==> config.mk <==
export PLATFORM = sky130hd
export DESIGN_NAME = cp0_ctrl
export DESIGN_NICKNAME = d
export VERILOG_FILES = /design/src/rtl/cp0_ctrl.sv
export SDC_FILE = /design/constraint.sdc
export NUM_CORES = 1
export LEC_CHECK = 0
export ABC_AREA = 0
export CAP_MARGIN = 10
export CORE_UTILIZATION = 40
export DETAILED_ROUTE_END_ITERATION = 6
export PLACE_DENSITY = 0.79
export SLEW_MARGIN = 20
export SYNTH_ARGS = -nofsm -noshare
export SYNTH_HDL_FRONTEND = slang
export SYNTH_SLANG_ARGS = --single-unit
==> constraint.sdc <==
create_clock -name clk -period 2.3 [get_ports clk]
set_clock_uncertainty 0.05 [all_clocks]
set_input_delay 0.345 -clock clk [delete_from_list [all_inputs] [get_ports clk]]
set_output_delay 0.345 -clock clk [all_outputs]
set_load 0.01 [all_outputs]
==> src/rtl/cp0_ctrl.sv <==
// MIPS-style CP0 controller: SR/Cause/EPC, interrupt and exception arbitration, eret.
// Optional read-only PrId register at address 15 when CP0_PRID_EN is defined.
module cp0_ctrl #(
    parameter logic [31:0] EPC_RST = 32'h0000_3000
) (
    input  logic        clk,
    input  logic        reset,
    input  logic        en,
    input  logic [4:0]  cp0_addr,
    input  logic [31:0] cp0_wdata,
    output logic [31:0] cp0_rdata,
    input  logic [31:0] vpc,
    input  logic        bd_in,
    input  logic        exc_in,
    input  logic [4:0]  exc_code_in,
    input  logic [5:0]  hwint,
    input  logic        eret,
    output logic        req,
    output logic [31:0] epc_out
);

    localparam logic [4:0] ADDR_SR    = 5'd12;
    localparam logic [4:0] ADDR_CAUSE = 5'd13;
    localparam logic [4:0] ADDR_EPC   = 5'd14;
`ifdef CP0_PRID_EN
    localparam logic [4:0]  ADDR_PRID = 5'd15;
    localparam logic [31:0] PRID_VAL  = 32'h4255_4141;
`endif

    logic [5:0]  im;
    logic        exl;
    logic        ie;
    logic        bd;
    logic [5:0]  ip;
    logic [4:0]  exc_code;
    logic [31:0] epc;
    logic        int_req;
    logic        exc_req;

    // A victim in a delay slot restarts at its branch so the branch re-executes.
    function automatic logic [31:0] victim_epc(input logic [31:0] pc, input logic in_bd);
        return in_bd ? (pc - 32'd4) : pc;
    endfunction

    assign int_req = (|(ip & im)) & ie & ~exl;
    assign exc_req = exc_in & ~exl;
    assign req     = int_req | exc_req;
    assign epc_out = epc;

    always_ff @(posedge clk) begin
        if (reset) begin
            im       <= '0;
            exl      <= 1'b0;
            ie       <= 1'b0;
            bd       <= 1'b0;
            ip       <= '0;
            exc_code <= '0;
            epc      <= EPC_RST;
        end else begin
            ip <= hwint;
            if (req) begin
                exl      <= 1'b1;
                bd       <= bd_in;
                exc_code <= int_req ? 5'd0 : exc_code_in;
                epc      <= victim_epc(vpc, bd_in);
            end else begin
                if (en && cp0_addr == ADDR_SR) begin
                    im  <= cp0_wdata[15:10];
                    exl <= cp0_wdata[1];
                    ie  <= cp0_wdata[0];
                end
                if (en && cp0_addr == ADDR_EPC)
                    epc <= cp0_wdata;
                // eret wins over a same-cycle mtc0 to SR.EXL
                if (eret)
                    exl <= 1'b0;
            end
        end
    end

    always_comb begin
        cp0_rdata = '0;
        case (cp0_addr)
            ADDR_SR:    cp0_rdata = {16'b0, im, 8'b0, exl, ie};
            ADDR_CAUSE: cp0_rdata = {bd, 15'b0, ip, 3'b0, exc_code, 2'b0};
            ADDR_EPC:   cp0_rdata = epc;
`ifdef CP0_PRID_EN
            ADDR_PRID:  cp0_rdata = PRID_VAL;
`endif
            default:    cp0_rdata = '0;
        endcase
    end

endmodule

==> run_results.csv, run 1 <==
group,metric,value,unit
synthesis,synth-edff-count,0,
critical_path,path_max_fanout,20,
clock_network,number_of_buffers_created_by_cts,5,
die,start_util,41.3,%
clock_network,cts.path.max_buffers,2,
route,wirelength,11300,µm
critical_path,setup.worst_path.class,"in -> out",
synthesis,synth.most_common_cell,"sky130_fd_sc_hd__dfxtp_1",
placed_design,placement.io_buffers,150,
route,dr_total_vias,3726,
route,drc,0,
critical_path,startpoint_type,"primary input",
power,peakVddDrop,331,µV
layout,layout_cells_sized_above_1,15.1,%
layout,area_growth_syn_to_layout,61.9,%
critical_path,critical-path-slowest-cell,"sky130_fd_sc_hd__clkdlybuf4s50_1",
global_routing,grt_antenna_before_repair,0,
route,routed_length_per_instance,17.0,µm
die,ios,151,
route,route.detailed.vias_per_inst,5.61,
sta,unrepaired_setup_endpoints_after_global_routing,"yes",
min_path,hold_depth,2,
synthesis,avgSynthCellArea,8.02,µm²
die,std_cell_rows,32,
sta,final_min_period_over_clock_period,104,%
die,design.core.area,7690,µm²
global_routing,grtUsageTotal,26.8,%
placed_design,gp_routability_congestion,0.984,
critical_path,cp_top_family,"buffers and inverters",
die,die_x,91.1,µm
run_status,violations,"negative setup slack",
sta,finalHoldViolations,0,
critical_path,critical_path_buf_inv_count,3,
sta,max_clock_freq,0.417,GHz
route,drt_iter0_drc,161,
synthesis,synth_nets,483,
power,total_power,2.26,mW
clock_network,clock_tree_root_driver_cell,"sky130_fd_sc_hd__clkbuf_8",
min_path,min-delay-path-class,"reg -> reg",
critical_path,r2r_slack,0.43,ns
run_status,status,"complete, but fails checks",
global_routing,grt_max_degree,41,
synthesis,ys_async_sr_fraction,0,%
synthesis,synth_area_leader_cell,"sky130_fd_sc_hd__dfxtp_1",
placed_design,place_inst,652,
synthesis,synthCells,396,
global_routing,grt_pass1_wl,17900,µm
synthesis,post_synth_most_frequent_cells,"sky130_fd_sc_hd__dfxtp_1 (52), sky130_fd_sc_hd__nand2_1 (40), sky130_fd_sc_hd__nand3_1 (34)",
critical_path,crit_path_cell_trace,"clkdlybuf4s50_1 -> and4bb_1 -> buf_6 -> and3_1 -> clkdlybuf4s50_1",
critical_path,reg2reg_from,"im[3]$_SDFFE_PP0P_",
run,number_of_max_capacitance_violations_reported,0,
die,floorplan.die_area,8300,µm²
power,cellPowerDensity,440,nW/µm²
route,detailedRoute.firstPassIterationCount,4,
die,die_y,91.1,µm
sta,timing_worst_slew_pin_value,0.648,ns
synthesis,synth_sequential_area_ratio,32.8,%
critical_path,cpPeakStageDelay,0.53,ns
synthesis,ys_types,50,
sta,number_of_max_slew_violations_in_the_final_report,0,
synthesis,post_synth_design_cell_area,3180,µm²
layout,antenna_cell_count,0,
critical_path,critical_path.endpoint_type,"primary output",
placed_design,detailed_place_hpwl,8510,µm
sta,maxSlewHeadroom,56.8,%
min_path,min_to,"bd$_SDFFE_PP0N_",
critical_path,reg2regPathDepth,8,
global_routing,global_route.overflow_total,0,
critical_path,most_used_cell_cp,"sky130_fd_sc_hd__clkdlybuf4s50_1",
clock_network,cts.htree.levels,2,
critical_path,worstPathRequired,1.90,ns
sta,timing.final.crit_period,2.40,ns
synthesis,yosys_register_bits,52,
layout,layout.nets,648,
synthesis,yosys_most_used_dff,"sky130_fd_sc_hd__dfxtp_1",
synthesis,warning_count_from_the_yosys_run,0,
clock_network,tritoncts,"yes",
global_routing,vias_in_the_first_global_route,3678,
sta,number_of_endpoints_failing_setup_at_the_final_stage,18,
critical_path,signal_arrival_time_at_the_worst_endpoint,2.01,ns
route,drtAntennaViolNets,0,
synthesis,yosys-top-cells-area,"sky130_fd_sc_hd__dfxtp_1 (33%), sky130_fd_sc_hd__xnor2_1 (5.8%), sky130_fd_sc_hd__nand3_1 (5.4%)",
min_path,hold_path_startpoint,"bd$_SDFFE_PP0N_",
clock_network,worstSkewPairLatency,0.30,ns
critical_path,crit-reg2reg-capture,"im[3]$_SDFFE_PP0P_",
synthesis,netlist.area_leader.share,32.8,%
layout,finish.cell_count_without_fillers,664,
power,cellLeakagePower,1.96,nW
sta,timing.final.ws_setup,-0.101,ns
clock_network,cts_sinks,52,
clock_network,clkTransAtPathRegs,0.09,ns
worst max-delay path by stage:
stage | cells past startpoint | endpoint | slack (ns) | startpoint
after global placement | 7 | cp0_rdata[31] | -0.37 | cp0_addr[3]
after floorplan | 7 | cp0_rdata[0] | 0.27 | cp0_addr[0]
after detailed placement | 7 | cp0_rdata[5] | -0.36 | cp0_addr[3]
final | 5 | cp0_rdata[23] | -0.10 | cp0_addr[4]
after CTS | 5 | cp0_rdata[0] | -0.18 | cp0_addr[1]
after global routing | 5 | cp0_rdata[23] | -0.15 | cp0_addr[4]
layout by cell type, fill, tap and decap left out, types with 7 or more instances in the layout:
cell,Yosys,layout
sky130_fd_sc_hd__mux2i_1,9,9
sky130_fd_sc_hd__and3_1,19,19
sky130_fd_sc_hd__xnor2_1,21,21
sky130_fd_sc_hd__nor2b_1,7,7
sky130_fd_sc_hd__buf_4,1,37
sky130_fd_sc_hd__a22oi_1,8,7
sky130_fd_sc_hd__dfxtp_1,52,52
sky130_fd_sc_hd__nor2_1,26,24
sky130_fd_sc_hd__nor3_1,13,13
sky130_fd_sc_hd__a311oi_1,13,13
sky130_fd_sc_hd__nand3_1,34,34
sky130_fd_sc_hd__clkdlybuf4s50_1,0,131
sky130_fd_sc_hd__o21ai_0,13,10
sky130_fd_sc_hd__nand2_1,40,40
sky130_fd_sc_hd__dlygate4sd2_1,0,7
sky130_fd_sc_hd__a22o_1,8,8
sky130_fd_sc_hd__a221oi_1,9,9
sky130_fd_sc_hd__a21oi_1,25,25
through the flow:
| step | utilization (%) | instance area [µm²] | setup slack, ns | TNS (ns) | hold slack, ns |
|---|---|---|---|---|---|
| floorplan | - | 3180 | 0.273 | 0 | 0.386 |
| global placement | 64.8 | 4980 | -0.366 | -5.18 | 0.394 |
| detailed placement | 64.8 | 4980 | -0.362 | -7.29 | 0.400 |
| CTS | 66.6 | 5120 | -0.178 | -2.42 | 0.415 |
| global route | 66.9 | 5140 | -0.153 | -2.34 | 0.427 |
| finish | 66.9 | 5140 | -0.101 | -1.41 | 0.414 |
what timing repair did:
item	4_1_cts	5_1_grt
pin swaps	4	3
buffers inserted	4	0
setup endpoints to repair	33	29
gates resized for setup	42	9
hold buffers	0	0
flip-flops by register name, indices dropped and copies added (netlist names):
register,cells
ie,1
ip,6
im,6
epc_out,32
exc_code,5
exl,1
bd,1
worst min-delay path: stages (launching register included):
cell and delay, ns:
sky130_fd_sc_hd__dfxtp_1 0.32, sky130_fd_sc_hd__nand2_1 0.05, sky130_fd_sc_hd__a21oi_1 0.05
kinds of logic after synthesis:
| family | after synthesis | synth area share (%) |
|---|---|---|
| XOR/XNOR | 26 | 7.17 |
| AO/OA/AOI/OAI | 93 | 20.9 |
| AND/OR/NAND/NOR | 175 | 30.7 |
| buffers and inverters | 40 | 5.24 |
| flip-flops | 52 | 32.8 |
| adder cells (fa/ha/maj) | 1 | 0.394 |
| multiplexers | 9 | 2.84 |
metal layers:
layer  vias up  GRT usage [%]  routed length (µm)
li1       1784              -                   -
met2       149           46.0                5440
met5         -              0                   0
met1      1769           34.8                5010
met4         0           8.99                 308
met3        24           2.93                 547
layout make-up:
| cell class | instances | area [µm²] |
|---|---|---|
| multi-input combinational | 304 | 2000 |
| clock buffer | 6 | 82.6 |
| tap | 102 | 128 |
| clock inverter | 2 | 38.8 |
| timing repair buffer | 192 | 1830 |
| inverter | 6 | 22.5 |
| fill | 670 | 2540 |
| sequential | 52 | 1040 |
power by group:
| group | total (mW) | switching [mW] | internal, mW | leakage, nW |
|---|---|---|---|---|
| clock network | 0.658 | 0.301 | 0.356 | 0.0614 |
| registers | 1.01 | 0.0504 | 0.962 | 0.430 |
| logic | 0.593 | 0.257 | 0.336 | 1.47 |
No activity file was read; power rests on OpenSTA's default activity.
==> inputs of run 2 (changes only) <==
--- a/config.mk
+++ b/config.mk
@@ -7,6 +7,7 @@
 export LEC_CHECK = 0
 export ABC_AREA = 0
 export CAP_MARGIN = 10
+export CORE_MARGIN = 3
 export CORE_UTILIZATION = 40
 export DETAILED_ROUTE_END_ITERATION = 6
 export PLACE_DENSITY = 0.79
==> run 2 against run 1 <==
The run now ends clean. Maximum frequency grew 7.3%. Sequential share of layout area grew 0.15 points. Sequential cell count is the same. Die area grew 9.0%. Sequential power is essentially flat.
==> run_results.csv, run 2 (synthesized netlist as in run 1, its figures left out) <==
group,metric,value,unit
run_status,status,"completed",
power,cellPowerDensity,426,nW/µm²
min_path,min_to,"ip[5]$_SDFF_PP0_",
layout,largest_reg_flops,32,
power,internal_power,1.53,mW
power,cellLeakagePower,2.04,nW
clock_network,worstSkewPairLatency,0.31,ns
die,floorplan.die_area,9050,µm²
clock_network,cts_sinks,52,
clock_network,clkTransAtPathRegs,0.10,ns
placed_design,gp_routability_congestion,0.918,
die,ios,151,
route,drc,0,
layout,mostFrequentLayoutCell,"sky130_fd_sc_hd__clkdlybuf4s50_1",
layout,area_growth_syn_to_layout,60.7,%
sta,maxSlewHeadroom,60.6,%
die,die_x,95.1,µm
global_routing,grtUsageTotal,25.6,%
layout,layout_cells_sized_above_1,15.5,%
sta,number_of_endpoints_failing_setup_at_the_final_stage,0,
min_path,hold_depth,2,
route,wirelength,11500,µm
clock_network,tritoncts,"yes",
critical_path,r2r_slack,0.40,ns
power,power_frac_seq,46.5,%
die,std_cell_rows,31,
sta,timing_worst_slew_pin_value,0.587,ns
power,peakVddDrop,300,µV
critical_path,reg2reg_from,"ip[4]$_SDFF_PP0_",
clock_network,number_of_buffers_created_by_cts,5,
sta,unrepaired_setup_endpoints_after_global_routing,"no",
route,detailedRoute.firstPassIterationCount,4,
power,pwr-share-comb,27.7,%
min_path,min-delay-path-class,"in -> reg",
placed_design,placement.io_buffers,150,
layout,multi_input_comb_area,2000,µm²
critical_path,worstPathRequired,1.90,ns
clock_network,clock_tree_root_driver_cell,"sky130_fd_sc_hd__clkbuf_8",
global_routing,grt_max_degree,41,
layout,final_core_utilization,68.2,%
critical_path,signal_arrival_time_at_the_worst_endpoint,1.84,ns
die,start_util,42.4,%
global_routing,vias_in_the_first_global_route,3620,
die,die_y,95.1,µm
layout,layout.nets,653,
route,routed_length_per_instance,17.3,µm
layout,ff_latch_area,1040,µm²
power,total_power,2.17,mW
sta,max_clock_freq,0.447,GHz
route,drtAntennaViolNets,0,
layout,layout_common_cells,"sky130_fd_sc_hd__clkdlybuf4s50_1 (114), sky130_fd_sc_hd__dfxtp_1 (52), sky130_fd_sc_hd__buf_4 (43)",
critical_path,setup.worst_path.class,"in -> out",
global_routing,grt_antenna_before_repair,0,
route,drt_iter0_drc,217,
run,number_of_max_capacitance_violations_reported,0,
die,design.core.area,7490,µm²
route,dr_total_vias,3695,
sta,finalHoldViolations,0,
layout,fillerInstances,638,
placed_design,detailed_place_hpwl,8860,µm
critical_path,path_max_fanout,4,
clock_network,cts.htree.levels,2,
clock_network,cts.path.max_buffers,2,
critical_path,critical_path.endpoint_type,"primary output",
power,p_sw,644,µW
power,power_switching_share,29.7,%
sta,number_of_max_slew_violations_in_the_final_report,0,
critical_path,crit-reg2reg-capture,"epc_out[16]$_SDFFE_PP0P_",
placed_design,dp_slack,-0.342,ns
critical_path,startpoint_type,"primary input",
sta,timing.final.crit_period,2.24,ns
global_routing,grt_pass1_wl,18300,µm
layout,antenna_cell_count,0,
sta,final_min_period_over_clock_period,97.2,%
critical_path,reg2regPathDepth,6,
power,power_frac_clock,25.8,%
global_routing,global_route.overflow_total,0,
route,route.detailed.vias_per_inst,5.55,
min_path,hold_path_startpoint,"reset",
sta,timing.final.ws_setup,0.0634,ns
sta,totalNegativeSetupSlack,0,ns
[run 2: worst max path at each step]
| stage | from | end | depth (start not counted) |
|---|---|---|---|
| 2_1_floorplan | cp0_addr[0] | cp0_rdata[0] | 7 |
| 3_3_place_gp | cp0_addr[3] | cp0_rdata[31] | 7 |
| 3_5_place_dp | cp0_addr[3] | cp0_rdata[6] | 7 |
| 4_1_cts | cp0_addr[3] | cp0_rdata[6] | 7 |
| 5_1_grt | cp0_addr[3] | cp0_rdata[12] | 6 |
| 6_report | cp0_addr[3] | cp0_rdata[13] | 6 |
[run 2: critical path, cell delays in order]
cell and delay [ns]:
sky130_fd_sc_hd__clkdlybuf4s50_1 0.48, sky130_fd_sc_hd__nand2_1 0.06, sky130_fd_sc_hd__or3_4 0.37, sky130_fd_sc_hd__buf_4 0.16
sky130_fd_sc_hd__o21ai_0 0.14, sky130_fd_sc_hd__dlygate4sd2_1 0.28
[run 2: area by class of cell]
class	count	share of cell area, %
tap	99	2.43
timing repair buffer	197	35.8
inverter	6	0.441
clock buffer	5	1.35
multi-input combinational	304	39.1
clock inverter	3	0.490
sequential	52	20.4
[run 2: power by group through the flow]
stage          registers [mW]  clock network, mW  logic (mW)
6_report                 1.01              0.561       0.601
5_1_grt                  1.02              0.609       0.648
4_1_cts                  1.01              0.573       0.603
3_5_place_dp             1.03                  0       0.602
3_3_place_gp             1.03                  0       0.590
2_1_floorplan            1.04                  0       0.210
[run 2: repair_timing]
item                                    in CTS  in global routing
endpoints found under the hold margin        0                  0
pin swaps                                    0                  2
buffers inserted                             0                  1
hold buffers                                 0                  0
endpoints found under the setup margin      33                 11
resized for setup                           43                 14
[run 2: per-stage QoR]
| stage | instances | hold WS, ns | cell area (µm²) |
|---|---|---|---|
| after floorplan | 396 | 0.386 | 3180 |
| after global placement | 657 | 0.417 | 5050 |
| after detailed placement | 657 | 0.405 | 5050 |
| after CTS | 665 | 0.362 | 5120 |
| after global routing | 666 | 0.377 | 5100 |
| final | 666 | 0.369 | 5100 |
[run 2: metal layers]
| metal | vias up | global-route usage (%) | wire length, µm |
|---|---|---|---|
| met5 | - | 0 | 0 |
| met4 | 0 | 7.57 | 243 |
| met3 | 18 | 3.24 | 756 |
| met2 | 150 | 42.9 | 5600 |
| met1 | 1729 | 34.3 | 4940 |
| li1 | 1798 | - | - |
